### src/rtl/pipeline_if.sv
// Instruction-fetch stage: owns the PC, drives the req/ack fetch port and the IF/ID register.
// Optional misaligned-target trap enabled by defining PIPELINE_IF_MISALIGN_EN.
module pipeline_if #(
  parameter logic [31:0] RESET_PC = 32'h0000_0000
) (
  input  logic        clk,
  input  logic        rst,
  output logic        mem_req_o,
  output logic [31:0] mem_addr_o,
  input  logic        mem_ack_i,
  input  logic [31:0] mem_data_i,
  input  logic [4:0]  stall_i,
  input  logic        branch_i,
  input  logic [31:0] branch_target_i,
  output logic [31:0] inst_o,
  output logic [31:0] pc_o,
  output logic        stall_req_o,
  output logic        misalign_o
);

  localparam int unsigned XLEN = 32;

  typedef enum logic [1:0] {S_FETCH, S_HOLD, S_KILL, S_ERR} state_t;

  state_t            r_state;
  logic [XLEN-1:0]   r_pc;
  logic [XLEN-1:0]   r_buf;
  logic [XLEN-1:0]   r_redirect;
  logic [XLEN-1:0]   r_inst;
  logic [XLEN-1:0]   r_pc_o;
  logic              r_misalign;

  state_t            w_state_n;
  logic [XLEN-1:0]   w_pc_n;
  logic [XLEN-1:0]   w_buf_n;
  logic [XLEN-1:0]   w_redirect_n;
  logic [XLEN-1:0]   w_inst_n;
  logic [XLEN-1:0]   w_pc_o_n;
  logic              w_misalign_n;
  logic              w_deliver;
  logic [XLEN-1:0]   w_deliver_data;
  logic [XLEN-1:0]   w_target;
  logic              w_misaligned;
  logic [XLEN-1:0]   w_pc_inc;
  logic              w_stall;
  logic              w_unused;

`ifdef PIPELINE_IF_MISALIGN_EN
  assign w_target     = branch_target_i;
  assign w_misaligned = branch_i & (branch_target_i[1:0] != 2'b00);
  assign w_unused     = ^{stall_i[4:2], stall_i[0]};
`else
  assign w_target     = {branch_target_i[31:2], 2'b00};
  assign w_misaligned = 1'b0;
  assign w_unused     = ^{stall_i[4:2], stall_i[0], branch_target_i[1:0]};
`endif

  assign w_stall  = stall_i[1];
  assign w_pc_inc = r_pc + XLEN'(4);

  // Next-state, PC and IF/ID register update
  always_comb begin
    w_state_n      = r_state;
    w_pc_n         = r_pc;
    w_buf_n        = r_buf;
    w_redirect_n   = r_redirect;
    w_misalign_n   = r_misalign | w_misaligned;
    w_deliver      = 1'b0;
    w_deliver_data = '0;
    w_inst_n       = '0;
    w_pc_o_n       = r_pc_o;

    case (r_state)
      S_FETCH: begin
        if (mem_ack_i) begin
          if (branch_i) begin
            w_pc_n    = w_target;
            w_state_n = w_misaligned ? S_ERR : S_FETCH;
          end else if (!w_stall) begin
            w_deliver      = 1'b1;
            w_deliver_data = mem_data_i;
            w_pc_n         = w_pc_inc;
          end else begin
            w_buf_n   = mem_data_i;
            w_state_n = S_HOLD;
          end
        end else if (branch_i) begin
          w_redirect_n = w_target;
          w_state_n    = S_KILL;
        end
      end
      S_HOLD: begin
        if (branch_i) begin
          w_pc_n    = w_target;
          w_state_n = w_misaligned ? S_ERR : S_FETCH;
        end else if (!w_stall) begin
          w_deliver      = 1'b1;
          w_deliver_data = r_buf;
          w_pc_n         = w_pc_inc;
          w_state_n      = S_FETCH;
        end
      end
      S_KILL: begin
        // Wrong-path request must complete before the redirect takes effect
        if (branch_i) begin
          w_redirect_n = w_target;
        end
        if (mem_ack_i) begin
          w_pc_n    = branch_i ? w_target : r_redirect;
          w_state_n = w_misalign_n ? S_ERR : S_FETCH;
        end
      end
      default: begin
        w_state_n = S_ERR;
      end
    endcase

    if (branch_i) begin
      w_inst_n = '0;
    end else if (w_stall) begin
      w_inst_n = r_inst;
    end else if (w_deliver) begin
      w_inst_n = w_deliver_data;
      w_pc_o_n = r_pc;
    end
  end

  always_ff @(posedge clk or posedge rst) begin
    if (rst) begin
      r_state    <= S_FETCH;
      r_pc       <= RESET_PC;
      r_buf      <= '0;
      r_redirect <= '0;
      r_inst     <= '0;
      r_pc_o     <= '0;
      r_misalign <= 1'b0;
    end else begin
      r_state    <= w_state_n;
      r_pc       <= w_pc_n;
      r_buf      <= w_buf_n;
      r_redirect <= w_redirect_n;
      r_inst     <= w_inst_n;
      r_pc_o     <= w_pc_o_n;
      r_misalign <= w_misalign_n;
    end
  end

  assign mem_req_o   = ~rst & ((r_state == S_FETCH) | (r_state == S_KILL));
  assign mem_addr_o  = r_pc;
  assign stall_req_o = ~rst & (((r_state == S_FETCH) & ~mem_ack_i) | (r_state == S_KILL));
  assign inst_o      = r_inst;
  assign pc_o        = r_pc_o;
  assign misalign_o  = r_misalign;

endmodule

### config.mk
export PLATFORM = sky130hd
export DESIGN_NAME = pipeline_if
export DESIGN_NICKNAME = d
export VERILOG_FILES = /design/src/rtl/pipeline_if.sv
export SDC_FILE = /design/constraint.sdc
export NUM_CORES = 1
export LEC_CHECK = 0
export BUFFER_PORTS_ARGS = -buffer_cell sky130_fd_sc_hd__buf_2
export CORE_MARGIN = 2
export CORE_UTILIZATION = 55
export CTS_BUF_LIST = sky130_fd_sc_hd__clkbuf_4 sky130_fd_sc_hd__clkbuf_8
export CTS_CLUSTER_SIZE = 8
export DETAILED_ROUTE_END_ITERATION = 8
export MAX_ROUTING_LAYER = met4
export PLACE_DENSITY = 0.81
export SLEW_MARGIN = 20
export SYNTH_ARGS = -nofsm -noshare
export SYNTH_HDL_FRONTEND = slang
export SYNTH_SLANG_ARGS = --single-unit
export TNS_END_PERCENT = 30
### constraint.sdc
create_clock -name clk -period 14.2 [get_ports clk]
set_input_delay 0.71 -clock clk [delete_from_list [all_inputs] [get_ports clk]]
set_output_delay 0.71 -clock clk [all_outputs]
set_load 0.005 [all_outputs]
# [Word-level counts from Yosys, hierarchy flattened]
# Index checks and enable logic that the tools add are counted.
[op_classes] addsub=1 n_eq_ne=9 muxes=25 n_bitwise=9 reduce_logical=8
[op_table] op="$mux W32" n=10
[op_table] op="$pmux W32 S2" n=2
[op_table] op="$pmux W32 S3" n=1
[op_table] op="$add A32 B3 Y32 const B" n=1
[op_table] op="$mux W2" n=7
[op_table] op="$ne A3 B3 Y1 const B" n=3
[op_table] op="$reduce_and A4 Y1" n=2
[op_table] op="$ne A2 B2 Y1 const B" n=3
[op_table] op="$pmux W2 S3" n=1
[op_table] op="$reduce_and A3 Y1" n=2
[op_table] op="$not A1 Y1" n=4
[op_table] op="$and A1 B1 Y1" n=3
[op_table] op="$mux W1" n=3
[op_table] op="$reduce_bool A3 Y1" n=1
[op_table] op="$eq A2 B1 Y1 const B" n=1
[op_table] op="$eq A2 B2 Y1 const B" n=1
[op_table] op="$logic_not A2 Y1" n=1
[op_table] op="$ne A2 B1 Y1 const B" n=1
[op_table] op="$or A1 B1 Y1" n=2
[op_table] op="$pmux W1 S2" n=1
[op_table] op="$reduce_and A2 Y1" n=1
[op_table] op="$reduce_bool A2 Y1" n=1
[totals] register_bits=162 input_bits=73 out_inout_bits=99 wordCells=58

# [Longest topological paths before layout]
[depth] word_depth=7 mapped_depth=9 mapped_depth_nobuf=5

# [Worst setup path before layout]
# No wires, ideal clock.
[synth_path] path_type="input-to-output" startpoint="in rst" endpoint="out stall_req_o" arrival_ps=4488 required_ps=13490 path_slack_ps=9002 path_stages=2 path_buffers=0 path_cell_list="inv_1 -> and2_1"
[synth_via] elab_chain_len=2
[synth_rtl] element="start: declaration" line="7" text="input logic rst,"
[synth_rtl] element="$not A1 Y1" line="150" text="assign stall_req_o = ~rst & (((r_state == S_FETCH) & ~mem_ack_i) | (r_state == S_KILL));"
[synth_rtl] element="$and A1 B1 Y1" line="150"
[synth_rtl] element="end: declaration" line="17" text="output logic stall_req_o,"
# No other way between the ends.

# [Worst setup path in the final report]
[layout_path] startpoint="reg r_state[0]" endpoint="reg r_pc[28] (netlist: mem_addr_o[28])"
[layout_via] elab_chain_len=3 word_cells_on_any_way=8 cone_classes="eq/ne (4); mux (1); reduce/logical (3)"
[layout_rtl] element="start: declaration" line="25" text="state_t r_state;"
[layout_rtl] element="start signal: assignment" line="138" text="r_state <= w_state_n;"
[layout_rtl] element="$eq A2 B2 Y1 (tied with other cells)" line="73" text="case (r_state)"
[layout_rtl] element="$ne A2 B2 Y1 (no line) / $reduce_bool A3 Y1 (equally long branches)"
[layout_rtl] element="$reduce_and A3 Y1 (no line)"
[layout_rtl] element="end signal: assignment" line="139" text="r_pc <= w_pc_n;"
[layout_rtl] element="end: declaration" line="26" text="logic [XLEN-1:0] r_pc;"
# Parallel ways exist; a longest one is shown, timed or not.
# A chain may end at the register's enable or synchronous reset.

==> results by group <==
Critical path
  • Reg2Reg Setup Slack: around 11 ns
  • R2r endpoint: mem_addr_o[28]
  • Setup crit end kind: flip-flop
  • Crit path launch type: flip-flop
  • RR Startpoint: r_state[0]
  • Crit Path Max Fanout: 24
  • Worst Path Required: 14.58 ns
  • Worst setup path class: flip-flop to flip-flop
  • WP data arrival: between 3 and 4 ns
  • Worst Reg-to-Reg Cells: 4

Die
  • Site row count: 43
  • Core outline area: between 10000 and 15000 um2
  • Die area: ~15000 um2
  • Die Span Y: ~120 um
  • Die width: around 120 um
  • Starting Density: between 50% and 60%
  • Ports: ~170

Logic synthesis
  • Mapped Area: a little under 8000 um2
  • EDFF count, synth: 0
  • Mapped Nets: 779
  • Ys flop type: dfrtp_1
  • Seq/Total Area, Yosys: a little over half
  • Yosys warns: 0
  • Syn avg cell area: around 11 um2
  • Yosys cell types: 57
  • Synth area leader: dfrtp_1
  • Synthesized flop and latch total: about 160
  • Gate Count Post-Synth: around 710
  • Synth top area share: between 50% and 60%
  • Main area contributors after synthesis: dfrtp_1 (53%), mux2_2 (13%), o21ai_0 (4.7%), nand2_1 (3.8%), a22oi_1 (3.1%)
  • Async S/R FF share, synth: 100.0%

Timing
  • Worst-case clock skew: approximately 0.013 ns
  • Max Fclk: 351.8 MHz
  • Hold Vio Cnt, Final: 0
  • Hold_ws: approximately 0.44 ns
  • Final setup viols: 0
  • RSZ-0062 raised after global routing: no
  • Final slew viol count: 0
  • Final period util: about a fifth
  • Minimum clock period: 2.843 ns
  • Max_slew headroom: 36.44%
  • Setup TNS: 0 ns
  • Slew @ Worst Pin: 0.9534 ns

Global routing
  • GR Util met3: under 10%
  • Global-route total usage across every layer: roughly a quarter
  • Met2 Use GR: about two fifths
  • First-pass GRT wire length: roughly 30000 um
  • Busiest grt layer: met2
  • Initial antenna violation count: 0
  • Largest net degree at the start of global routing: between 90 and 100
  • GRT overflow: 0
  • Vias in the first global route: slightly below 6000
  • M1 GR Usage: 35.47%

CTS
  • Clk buf depth: 2
  • PostCTS Resize Cnt: 0
  • Cts bufs inserted: 17
  • Clk sink count: between 150 and 200
  • Clk Tree Root Cell: clkbuf_8
  • Worst-path clk slew: ~0.090 ns
  • Post-CTS Setup Bufs: 0
  • H-tree levels: 4
  • Clk_lat worst skew: roughly 0.46 ns
  • CTS tree: yes
  • Hold_buf cts: 0

Final layout
  • Leading cell type in the layout, fill and taps excluded: buf_2
  • Layout cells sized above 1: 35.91%
  • Most frequent cells in the layout: buf_2 (164), dfrtp_1 (162), mux2_2 (89)
  • Final Util: between 60% and 70%
  • P&R area growth vs syn: 16.46%
  • ANT cells: 0
  • Fill cells: 1111
  • Nets: 916
  • Final non-filler cell area: roughly 9000 um2

Power
  • VDD IR max: between 0.00008 and 0.00009 V
  • PD cells: about 190 nW/um2
  • Total power: ~1.7 mW
  • Static Leakage: between 4 and 5 nW

Job
  • Max-cap violations: 0

Drt
  • Number of antenna-violating nets in the routed design: 0
  • Vias/cell: between 5 and 6
  • Vias: just over 6000
  • Remaining routing DRC violations: 0
  • Average routed wire per standard cell: about 18 um
  • 1st-iter DRT viols: about 580
  • DR pass1 iterations: 5
  • Routed wire length: approximately 19000 um

Place
  • Detailed placement HPWL: 12370 um
  • DP Area: roughly 8600 um2
  • Final Wtd Congestion: about 0.86
  • IO buf count: ~160

Outcome
  • Run status: complete, no violations

Hold path
  • Hold/Removal Path Class: input pin to async pin
[area by class of cell]
class / instances / area, um2 / share of cell area [%]
Sequential cell: 162 / 4054 / 45.16
Multi-Input combinational cell: 477 / 3373 / 37.58
Timing Repair Buffer: 175 / 903.4 / 10.06
Inverter: 9 / 38.79 / 0.4321
Clock buffer: 19 / 255.2 / 2.844
Clock inverter: 13 / 126.4 / 1.408
Tap cell: 180 / 225.2 / 2.509
[critical path, cell delays in order, from the launching register on]
cell      delay [ns]
dfrtp_1         0.52
nand2b_1        0.79
nand2b_1        0.65
or4_1           0.64
o211ai_1        0.16
[per-stage QoR]
step           cells  setup slack (ns)
2_1_floorplan    705             9.002
3_3_place_gp    1003             11.10
3_5_place_dp    1003             11.08
4_1_cts         1035             11.31
5_1_grt         1035             11.11
6_report        1035             11.36
[cells in the mapped netlist, types with 10 or more instances]
library cell / number
nand2_1: 78
nand2b_1: 20
a22oi_1: 32
clkbuf_1: 35
mux2i_1: 10
nand4_1: 11
nand3_1: 10
dfrtp_1: 162
o211ai_1: 13
o21ai_0: 72
nor2_1: 10
mux2_2: 89
buf_2: 14
nor3_1: 10
or3_1: 12
[state kept, by name, indices dropped and copies added, names as in the netlist]
name	cells
mem_addr_o	32
inst_o	32
r_redirect	32
r_state	2
r_buf	32
pc_o	32
[cells by family (layout without fill, tap and decap cells)]
group                    after synthesis  in the layout  synth area share, %
other                                  1              1              0.04865
AO/OA/AOI/OAI                        173            173                14.77
multiplexers                          99             99                14.30
flip-flops                           162            162                52.60
AND/OR/NAND/NOR                      203            203                14.32
adder cells (fa/ha/maj)                1              1               0.1623
buffers and inverters                 66            216                3.799
[layer usage]
| layer | up-vias | part of all wire (%) |
|---|---|---|
| met4 | 0 | 1.9 |
| met2 | 230 | 48 |
| met5 | - | 0 |
| met1 | 3065 | 43 |
| li1 | 2873 | - |
| met3 | 30 | 6.6 |
[worst max-delay path by stage]
stage                    start             end  slack, ns  cells after the start
floorplan                  rst     stall_req_o       9.00                      2
global placement      branch_i        pc_o[10]      11.10                      5
detailed placement    branch_i         pc_o[3]      11.08                      5
CTS                 r_state[0]  mem_addr_o[28]      11.31                      4
global route        r_state[0]  mem_addr_o[25]      11.11                      4
finish              r_state[0]  mem_addr_o[28]      11.36                      4
[where the power goes]
| group | internal (mW) | total [mW] | switching (mW) |
|---|---|---|---|
| Clock | 0.148 | 0.326 | 0.178 |
| Sequential | 0.638 | 0.800 | 0.162 |
| Combinational | 0.275 | 0.540 | 0.266 |
| Total | 1.06 | 1.67 | 0.606 |
No activity file was read; power rests on OpenSTA's default activity.
